File: config.mk
export PLATFORM = sky130hd
export DESIGN_NAME = lc3b_mem_bridge_flat
export DESIGN_NICKNAME = d
export VERILOG_FILES = /design/src/rtl/lc3b_mem_bridge_pkg.sv /design/src/rtl/lc3b_mem_bridge_if.sv /design/src/rtl/lc3b_mem_bridge_line_merge.sv /design/src/rtl/lc3b_mem_bridge.sv /design/src/flat_wrapper.sv
export SDC_FILE = /design/constraint.sdc
export NUM_CORES = 1
export LEC_CHECK = 0
export CAP_MARGIN = 20
export CORE_MARGIN = 2
export CORE_UTILIZATION = 40
export DETAILED_ROUTE_END_ITERATION = 8
export GPL_TIMING_DRIVEN = 1
export HOLD_SLACK_MARGIN = 0.1
export PLACE_DENSITY = 0.69
export RECOVER_POWER = 100
export SLEW_MARGIN = 25
export SYNTH_ARGS = -nofsm -noshare
export SYNTH_HDL_FRONTEND = slang
export SYNTH_SLANG_ARGS = --single-unit
File: constraint.sdc
create_clock -name clk -period 5.25 [get_ports clk]
set_input_delay 1.575 -clock clk [delete_from_list [all_inputs] [get_ports clk]]
set_output_delay 1.575 -clock clk [all_outputs]
set_load 0.05 [all_outputs]
File: src/rtl/lc3b_mem_bridge_pkg.sv
`default_nettype none
// ============================================================================
// Module   : lc3b_mem_bridge_pkg
// Purpose  : Shared types for the LC-3b word-to-line memory bridge: line and
//            word-offset types, the write-lane mask and the bridge state enum.
// Ports    : none (package)
// Revision : 1.0 - initial release
// ============================================================================
package lc3b_mem_bridge_pkg;

    // log2 of the physical line size in bytes (16 bytes = 8 words)
    localparam int LC3B_OFFSET_BITS = 4;
    localparam int LC3B_LINE_W      = 8 * (2 ** LC3B_OFFSET_BITS);

    typedef logic [15:0]                 lc3b_word;
    typedef logic [LC3B_LINE_W-1:0]      lc3b_line;
    typedef logic [LC3B_OFFSET_BITS-2:0] lc3b_word_offset;
    typedef logic [1:0]                  lc3b_mem_wmask;

    typedef enum logic [1:0] {
        IDLE    = 2'd0,
        RD_LINE = 2'd1,
        WR_LINE = 2'd2,
        RESP    = 2'd3
    } bridge_state_e;

endpackage
`default_nettype wire

File: src/rtl/lc3b_mem_bridge_if.sv
`default_nettype none
// ============================================================================
// Module   : lc3b_mem_bridge_if
// Purpose  : Bundles the CPU-side word request bus and the physical-memory
//            line bus seen by the bridge.
// Ports    : CPU side  - mem_read, mem_write, mem_byte_enable, mem_address,
//                        mem_wdata, mem_rdata, mem_resp
//            pmem side - pmem_read, pmem_write, pmem_address, pmem_wdata,
//                        pmem_rdata, pmem_resp
//            modport slave  : the bridge
//            modport master : the environment (CPU + physical memory)
// Revision : 1.0 - initial release
// ============================================================================
interface lc3b_mem_bridge_if
    import lc3b_mem_bridge_pkg::*;
#(
    parameter int OFFSET_BITS = LC3B_OFFSET_BITS
);
    localparam int LINE_W = 8 * (2 ** OFFSET_BITS);

    logic              mem_read;
    logic              mem_write;
    logic [1:0]        mem_byte_enable;
    logic [15:0]       mem_address;
    logic [15:0]       mem_wdata;
    logic [15:0]       mem_rdata;
    logic              mem_resp;

    logic              pmem_read;
    logic              pmem_write;
    logic [15:0]       pmem_address;
    logic [LINE_W-1:0] pmem_wdata;
    logic [LINE_W-1:0] pmem_rdata;
    logic              pmem_resp;

    modport slave (
        input  mem_read, mem_write, mem_byte_enable, mem_address, mem_wdata,
        output mem_rdata, mem_resp,
        output pmem_read, pmem_write, pmem_address, pmem_wdata,
        input  pmem_rdata, pmem_resp
    );

    modport master (
        output mem_read, mem_write, mem_byte_enable, mem_address, mem_wdata,
        input  mem_rdata, mem_resp,
        input  pmem_read, pmem_write, pmem_address, pmem_wdata,
        output pmem_rdata, pmem_resp
    );

endinterface
`default_nettype wire

File: src/rtl/lc3b_mem_bridge_line_merge.sv
`default_nettype none
// ============================================================================
// Module   : lc3b_mem_bridge_line_merge
// Purpose  : Combinational line merge. Replaces one 16-bit word of a line
//            lane-by-lane: enabled bytes take wdata, others keep the line.
// Ports    : line_i     - original line
//            word_idx_i - index of the word to update
//            wdata_i    - write word
//            mask_i     - byte lanes (bit1 = [15:8], bit0 = [7:0])
//            line_o     - merged line
// Revision : 1.0 - initial release
// ============================================================================
module lc3b_mem_bridge_line_merge
    import lc3b_mem_bridge_pkg::*;
#(
    parameter int OFFSET_BITS = LC3B_OFFSET_BITS
)(
    input  wire logic [8*(2**OFFSET_BITS)-1:0] line_i,
    input  wire logic [OFFSET_BITS-2:0]        word_idx_i,
    input  wire lc3b_word                      wdata_i,
    input  wire lc3b_mem_wmask                 mask_i,
    output logic      [8*(2**OFFSET_BITS)-1:0] line_o
);
    localparam int WORDS  = 2 ** (OFFSET_BITS - 1);
    localparam int WIDX_W = OFFSET_BITS - 1;

    always_comb begin
        line_o = line_i;
        for (int w = 0; w < WORDS; w++) begin
            if (word_idx_i == WIDX_W'(w)) begin
                if (mask_i[0]) line_o[w*16 +: 8]     = wdata_i[7:0];
                if (mask_i[1]) line_o[w*16 + 8 +: 8] = wdata_i[15:8];
            end
        end
    end

endmodule
`default_nettype wire

File: src/rtl/lc3b_mem_bridge.sv
`default_nettype none
// ============================================================================
// Module   : lc3b_mem_bridge
// Purpose  : Converts CPU 16-bit word reads/writes into whole-line physical
//            memory transactions. Writes are read-modify-write of the line.
// Ports    : clk   - system clock
//            reset - synchronous, active-high
//            bus   - lc3b_mem_bridge_if.slave (CPU request bus + pmem bus)
// Revision : 1.0 - initial release
// ============================================================================
module lc3b_mem_bridge
    import lc3b_mem_bridge_pkg::*;
#(
    parameter int OFFSET_BITS = LC3B_OFFSET_BITS
)(
    input  wire logic         clk,
    input  wire logic         reset,
    lc3b_mem_bridge_if.slave  bus
);
    localparam int LINE_W = 8 * (2 ** OFFSET_BITS);

    bridge_state_e        state_q;
    logic                 is_write_q;
    logic [15:1]          addr_q;      // byte address bit 0 is never used
    lc3b_word             wdata_q;
    lc3b_mem_wmask        mask_q;
    logic [LINE_W-1:0]    line_q;
    lc3b_word             rdata_q;
    logic                 resp_q;
    logic                 pmem_read_q;
    logic                 pmem_write_q;

    logic [OFFSET_BITS-2:0] word_idx;
    logic [OFFSET_BITS+2:0] word_base;  // bit position of the selected word
    logic [LINE_W-1:0]      merged_line;
    logic                   unused_addr_lsb;

    assign word_idx        = addr_q[OFFSET_BITS-1:1];
    assign word_base       = {word_idx, 4'b0000};
    assign unused_addr_lsb = bus.mem_address[0];

    lc3b_mem_bridge_line_merge #(
        .OFFSET_BITS (OFFSET_BITS)
    ) u_line_merge (
        .line_i     (line_q),
        .word_idx_i (word_idx),
        .wdata_i    (wdata_q),
        .mask_i     (mask_q),
        .line_o     (merged_line)
    );

    assign bus.mem_rdata    = rdata_q;
    assign bus.mem_resp     = resp_q;
    assign bus.pmem_read    = pmem_read_q;
    assign bus.pmem_write   = pmem_write_q;
    assign bus.pmem_address = {addr_q[15:OFFSET_BITS], {OFFSET_BITS{1'b0}}};
    assign bus.pmem_wdata   = merged_line;

    always_ff @(posedge clk) begin
        if (reset) begin
            state_q      <= IDLE;
            is_write_q   <= 1'b0;
            addr_q       <= '0;
            wdata_q      <= '0;
            mask_q       <= '0;
            line_q       <= '0;
            rdata_q      <= '0;
            resp_q       <= 1'b0;
            pmem_read_q  <= 1'b0;
            pmem_write_q <= 1'b0;
        end else begin
            case (state_q)
                IDLE: begin
                    if (bus.mem_write || bus.mem_read) begin
                        addr_q      <= bus.mem_address[15:1];
                        wdata_q     <= bus.mem_wdata;
                        mask_q      <= bus.mem_byte_enable;
                        // write wins when both requests are raised
                        is_write_q  <= bus.mem_write;
                        pmem_read_q <= 1'b1;
                        state_q     <= RD_LINE;
                    end
                end
                RD_LINE: begin
                    if (bus.pmem_resp) begin
                        line_q      <= bus.pmem_rdata;
                        pmem_read_q <= 1'b0;
                        if (is_write_q) begin
                            pmem_write_q <= 1'b1;
                            state_q      <= WR_LINE;
                        end else begin
                            rdata_q <= bus.pmem_rdata[word_base +: 16];
                            resp_q  <= 1'b1;
                            state_q <= RESP;
                        end
                    end
                end
                WR_LINE: begin
                    if (bus.pmem_resp) begin
                        pmem_write_q <= 1'b0;
                        resp_q       <= 1'b1;
                        state_q      <= RESP;
                    end
                end
                RESP: begin
                    resp_q  <= 1'b0;
                    state_q <= IDLE;
                end
                default: begin
                    resp_q       <= 1'b0;
                    pmem_read_q  <= 1'b0;
                    pmem_write_q <= 1'b0;
                    state_q      <= IDLE;
                end
            endcase
        end
    end

endmodule
`default_nettype wire

File: src/flat_wrapper.sv
// flat-port wrapper written by rule: the top's interface ports become plain ports
module lc3b_mem_bridge_flat import lc3b_mem_bridge_pkg::*;
#(
    parameter int OFFSET_BITS = LC3B_OFFSET_BITS
)
  (clk, reset, bus_mem_read, bus_mem_write, bus_mem_byte_enable, bus_mem_address, bus_mem_wdata, bus_mem_rdata, bus_mem_resp, bus_pmem_read, bus_pmem_write, bus_pmem_address, bus_pmem_wdata, bus_pmem_rdata, bus_pmem_resp);
  lc3b_mem_bridge_if #(.OFFSET_BITS(OFFSET_BITS)) bus_i ();
  input  wire logic clk;
  input  wire logic reset;
  input wire logic [$bits(bus_i.mem_read)-1:0] bus_mem_read;
  input wire logic [$bits(bus_i.mem_write)-1:0] bus_mem_write;
  input wire logic [$bits(bus_i.mem_byte_enable)-1:0] bus_mem_byte_enable;
  input wire logic [$bits(bus_i.mem_address)-1:0] bus_mem_address;
  input wire logic [$bits(bus_i.mem_wdata)-1:0] bus_mem_wdata;
  output wire logic [$bits(bus_i.mem_rdata)-1:0] bus_mem_rdata;
  output wire logic [$bits(bus_i.mem_resp)-1:0] bus_mem_resp;
  output wire logic [$bits(bus_i.pmem_read)-1:0] bus_pmem_read;
  output wire logic [$bits(bus_i.pmem_write)-1:0] bus_pmem_write;
  output wire logic [$bits(bus_i.pmem_address)-1:0] bus_pmem_address;
  output wire logic [$bits(bus_i.pmem_wdata)-1:0] bus_pmem_wdata;
  input wire logic [$bits(bus_i.pmem_rdata)-1:0] bus_pmem_rdata;
  input wire logic [$bits(bus_i.pmem_resp)-1:0] bus_pmem_resp;
  assign bus_i.mem_read = bus_mem_read;
  assign bus_i.mem_write = bus_mem_write;
  assign bus_i.mem_byte_enable = bus_mem_byte_enable;
  assign bus_i.mem_address = bus_mem_address;
  assign bus_i.mem_wdata = bus_mem_wdata;
  assign bus_mem_rdata = bus_i.mem_rdata;
  assign bus_mem_resp = bus_i.mem_resp;
  assign bus_pmem_read = bus_i.pmem_read;
  assign bus_pmem_write = bus_i.pmem_write;
  assign bus_pmem_address = bus_i.pmem_address;
  assign bus_pmem_wdata = bus_i.pmem_wdata;
  assign bus_i.pmem_rdata = bus_pmem_rdata;
  assign bus_i.pmem_resp = bus_pmem_resp;
  lc3b_mem_bridge #(.OFFSET_BITS(OFFSET_BITS)) u_core (.clk(clk), .reset(reset), .bus(bus_i));
endmodule
Word-level counts from Yosys, hierarchy flattened --
Cells that the tools add are included. W data, S select, Z words.
Operators by class: equal/unequal tests 15, shifts and indexed selects 1, muxes and demuxes 39, bitwise logic cells 1, reductions and logical operators 13
Operator list (count):
- $mux W16 | 8
- $mux W8 | 16
- $shiftx A128 B8 Y16 | 1
- $eq A3 B3 Y1 const B | 4
- $reduce_and A3 Y1 | 3
- $mux W1 | 8
- $pmux W2 S4 | 1
- $reduce_and A4 Y1 | 2
- $eq A3 B2 Y1 const B | 2
- $mux W2 | 3
- $ne A2 B2 Y1 const B | 3
- $eq A2 B2 Y1 const B | 2
- $ne A2 B1 Y1 const B | 2
- $pmux W1 S2 | 2
- $reduce_and A2 Y1 | 2
- $reduce_bool A2 Y1 | 2
- $eq A3 B1 Y1 const B | 1
- $logic_not A3 Y1 | 1
- $pmux W1 S3 | 1
- $reduce_bool A3 Y1 | 1
- $eq A2 B1 Y1 const B | 1
- $logic_not A2 Y1 | 1
- $logic_or A1 B1 Y1 | 1
- $not A1 Y1 | 1
Word-level totals: bits in registers 183, output and inout port bits 163, logic and storage cells 79

Longest topological paths before layout --
depth after elaboration 3, gate-level depth with buffers 8, depth with buffers taken out 6

Hierarchy --
A second synthesis with hierarchy kept.
Second synthesis, totals: cell total of the unflattened synthesis 1082, area, all modules 9327.7 um2
By module, submodules not included:
- lc3b_mem_bridge | instances 1, cells each 927, area an instance 7583.5 um2
- lc3b_mem_bridge_line_merge | instances 1, cells each 155, area an instance 1744.2 um2

Worst setup path before layout --
Ideal clock, no wire load.
path kind register to output, start register u_core.mask_q[0], end output bus_pmem_wdata[0], arrival time 1.447 ns, data required time 3.675 ns, path slack 2.228 ns, cell stages (with the launch flop) 5, path buffers 1, cell sequence dfxtp_1 > buf_2 > nand2b_1 > nor3_4 > mux2_2
On the way: word-level cells in the longest chain between the ends 2
Ends and longest elaborated chain:
- from (decl) | line lc3b_mem_bridge.sv:26 | lc3b_mem_wmask mask_q;
- from (signal assigned) | line lc3b_mem_bridge.sv:77 | mask_q <= bus.mem_byte_enable;
- $mux W8 | line lc3b_mem_bridge_line_merge.sv:31 | if (mask_i[0]) line_o[w*16 +: 8] = wdata_i[7:0];
- $mux W16 | line lc3b_mem_bridge_line_merge.sv:30 | if (word_idx_i == WIDX_W'(w)) begin
- to (decl) | line flat_wrapper.sv:20 | output wire logic [$bits(bus_i.pmem_wdata)-1:0] bus_pmem_wdata;
Every way passes these cells.

Final worst setup path --
start register u_core.addr_q[3] (netlist name), end output bus_pmem_wdata[72]
On the way: word-level cells in the longest chain between the ends 2
Ends and longest elaborated chain:
- from (decl) | line lc3b_mem_bridge.sv:24 | logic [15:1] addr_q;
- from (signal assigned) | line lc3b_mem_bridge.sv:75 | addr_q <= bus.mem_address[15:1];
- $eq A3 B3 Y1 | line lc3b_mem_bridge_line_merge.sv:30
- $mux W16 | line lc3b_mem_bridge_line_merge.sv:30
Every way passes these cells.

==> metrics.txt <==
yosys warns=0; total number of vias=8772; fillers=2096; switching share of total power=43.67%; row cnt=55; Layout Skew=12.28 ps; Seq pwr share=33.5%; clock group share of total power=22.7%; CP max stage cell=dlygate4sd3_1; antenna-violating nets left=0; fraction of registers with async set/reset=0%; share of layout cells above drive strength 1=13.58%; flop and latch count out of synthesis=183; pins over their slew limit=248; CTS sink count=183; Int Power=3162 uW; launching point of the worst reg2reg path=u_core.state_q[1]$_SDFFE_PP0P_; CTS max path bufs=2; crit path from=u_core.addr_q[3]$_SDFFE_PP0P_; Worst Path Class, Setup=register to output port; Gate power share=43.9%; type of origin of the critical path=register; sequential-to-total area share from yosys stat=39.23%; H-tree depth=4; busiest grt layer=met2; Arrival @ worst endpoint=3190 ps; CP max FO=17; worst slack at placement=1042 ps; Iter 0 DRT Violations=557; Worst-Skew Late Latency=430 ps; Synth Flop Type=dfxtp_1; HP Class=register to register; Critical Path Sink=bus_pmem_wdata[72]; PwrDens=430.1 nW/um^2; gpl congestion=0.8069; multiplexer area fraction after synthesis=22.40%; initial antenna violation count=0; NetSw=2451 uW; number of I/O pins=330; Mapped Area=9338 sq um; critical path depth=4; Synth Area in Simple Gates=18.37%; clock buffer count from CTS=17; RSZ-0062 raised after global routing=no; Synth Area in Adders=0.8040%; die width=156.8 microns; GR Util met3=5.899%; die height=156.8 microns; first-pass GRT wire length=49400 microns; Syn-to-layout area delta=39.78%; DPL Wire Length=23310 microns; largest family of logic cells by synthesized area=multiplexers; register area=3667 sq um; TritonRoute pass-1 iters=5; Max VDD drop=0.2178 mV; max-cap viol count=3; design area=13050 sq um; crit end category=output port; worst reg2reg setup slack=1970 ps; FF-to-FF path depth=6; Setup Buffers After CTS=0; critical path buffer and inverter count=1; slew at the pin with the worst max-slew slack=2418 ps; CTS Root Cell=clkbuf_16; M1 GR Usage=30.96%; setup ws final=488.9 ps; total gr overflow=0; IO Port Bufs=324; Fmax achieved=210.0 MHz; final hold vios=0; CTS clk-pin slew, worst paths=70 ps; Compound-Gate Fraction of Synth Area=13.04%; # diodes=0; starting density of the core=40.99%; Yosys cell types=39; TritonCTS clock tree=built; drt wl/cell=19.31 microns; status=finished, violations left; DRC violation count after routing=0; Avg Cell Area, Syn=8.466 sq um; worst r2r dst=u_core.line_q[77]$_SDFFE_PP0P_; Post-CTS Hold Buffers=0; failing checks=capacitance limit, slew limit; post-cts sizing count=0; Tot Pwr=5613 uW; largest net degree at the start of global routing=109; Post-DP Area=12560 sq um; multi-input logic area=5074 sq um; vias in the first global route=8755; vias per cell=5.191; fin util=57.30%; die area=24580 sq um; Post-synth EDFFs=0; nets@finish=1537; met2 Track Usage GR=45.43%; CP peak stage delay=930 ps; Max transition margin=-61.18%; Final min period=4761 ps; Critical Path RT=3680 ps; Tcrit/Tclk final=90.69%; Mapped Cells=1103; GR Util All Layers=26.00%; Leak=0.005173 uW; critical path, cell by cell=nand2_1 -> nor3_2 -> mux2_2 -> dlygate4sd3_1; Synth Area in XOR/XNOR=0%; final WL=32630 microns; core area=22780 sq um; setup tns final=0 ps; setup violators final=0; Largest delay share family, worst path=buffers and inverters
-- per-layer routing --
layer / routed length (microns) / part of all wire [%]
met1: 13270 / 41
met2: 16410 / 50
met3: 1975 / 6.1
met4: 975 / 3.0
met5: 0 / 0
-- cell families after synthesis --
kind of cell / after synthesis
AO/OA/AOI/OAI: 223
multiplexers: 193
AND/OR/NAND/NOR: 398
flip-flops: 183
other: 1
adder cells (fa/ha/maj): 6
buffers and inverters: 99
-- layout by cell type (no fill, tap or decap), types with 2 or more instances in the layout --
master           synthesis  final
nand2_1                328    328
dfxtp_1                183    182
a21oi_1                180    180
clkdlybuf4s50_1          0    172
dlygate4sd3_1            0    151
mux2_2                 128    128
mux2i_1                 65     65
a22oi_1                 32     32
nor2_1                  21     21
nor3_1                  17     17
clkbuf_16                0     17
ha_1                     6      6
buf_4                   18      6
inv_1                    4      4
nand2b_1                 4      4
nor3_2                   0      4
nor2_4                   4      4
nand3_2                  4      4
nor2b_1                  5      4
conb_1                   1      4
o21ai_0                  3      3
inv_6                    0      3
clkinvlp_4               0      3
nand4b_1                 0      2
nand4_1                  0      2
a2bb2oi_1                2      2
clkinv_4                 0      2
clkbuf_1                29      2
clkbuf_8                 0      2
clkbuf_2                 4      2
buf_12                   0      2
-- worst register-to-register path, cell delays in order, from the launching register on --
cell and delay [ps]:
dfxtp_1 350, inv_1 130, ha_1 290, nand2_1 1300, buf_12 760, nand2_1 160
a21oi_1 60
-- how the worst min path moves through the flow --
stage,cells past startpoint,start,to
after floorplan,2,u_core.line_q[100]$_SDFFE_PP0P_,u_core.line_q[100]$_SDFFE_PP0P_
after global placement,2,u_core.line_q[54]$_SDFFE_PP0P_,u_core.line_q[54]$_SDFFE_PP0P_
after detailed placement,2,u_core.line_q[101]$_SDFFE_PP0P_,u_core.line_q[101]$_SDFFE_PP0P_
after CTS,2,u_core.line_q[76]$_SDFFE_PP0P_,u_core.line_q[76]$_SDFFE_PP0P_
after global routing,2,u_core.line_q[1]$_SDFFE_PP0P_,u_core.line_q[1]$_SDFFE_PP0P_
final,2,u_core.addr_q[5]$_SDFFE_PP0P_,u_core.addr_q[5]$_SDFFE_PP0P_
-- registers in the layout (all words and copies together) (netlist names), 2 cells and up --
| name | count |
|---|---|
| u_core.addr_q | 15 |
| u_core.bus.mem_rdata | 16 |
| u_core.line_q | 128 |
| u_core.mask_q | 2 |
| u_core.state_q | 2 |
| u_core.wdata_q | 16 |
-- final cells by class --
cell class / instances / area share (%)
well taps: 313 / 3.000
repair buffers: 333 / 25.50
clock inverters: 11 / 0.8627
clock buffers: 21 / 3.528
inverters: 5 / 0.1438
flip-flops and latches: 183 / 28.10
multi-input cells: 824 / 38.87
-- metrics by stage --
step / hold WS [ps] / instances
6_report: 451.3 / 1690
5_1_grt: 468.3 / 1690
4_1_cts: 453.8 / 1690
3_5_place_dp: 443.1 / 1658
3_3_place_gp: 437.4 / 1658
2_1_floorplan: 432.9 / 1106
-- power by group through the flow --
stage | registers, uW | logic (uW) | clock network, uW
detailed placement | 1920 | 2540 | 0
global route | 1920 | 2640 | 1350
CTS | 1890 | 2560 | 1290
global placement | 1910 | 2530 | 0
floorplan | 1900 | 1730 | 0
finish | 1880 | 2460 | 1270
-- synth_stat cells, types with 2 or more instances --
master,n,area [sq um]
nand2_1,328,1231
dfxtp_1,183,3664
a21oi_1,180,900.9
mux2_2,128,1441
mux2i_1,65,650.6
a22oi_1,32,240.2
buf_2,32,160.2
clkbuf_1,29,108.9
nor2_1,21,78.83
buf_4,18,135.1
nor3_1,17,85.08
buf_6,7,78.83
ha_1,6,75.07
nor2b_1,5,31.28
nor3_4,5,81.33
clkbuf_2,4,20.02
inv_1,4,15.01
nand2b_1,4,25.02
nand3_2,4,40.04
nor2_4,4,45.04
buf_8,3,45.04
o21ai_0,3,15.01
a2bb2oi_1,2,17.52
and2_1,2,12.51
nand4_2,2,25.02
nand4b_2,2,30.03
Power figures use the tool's default switching activity.
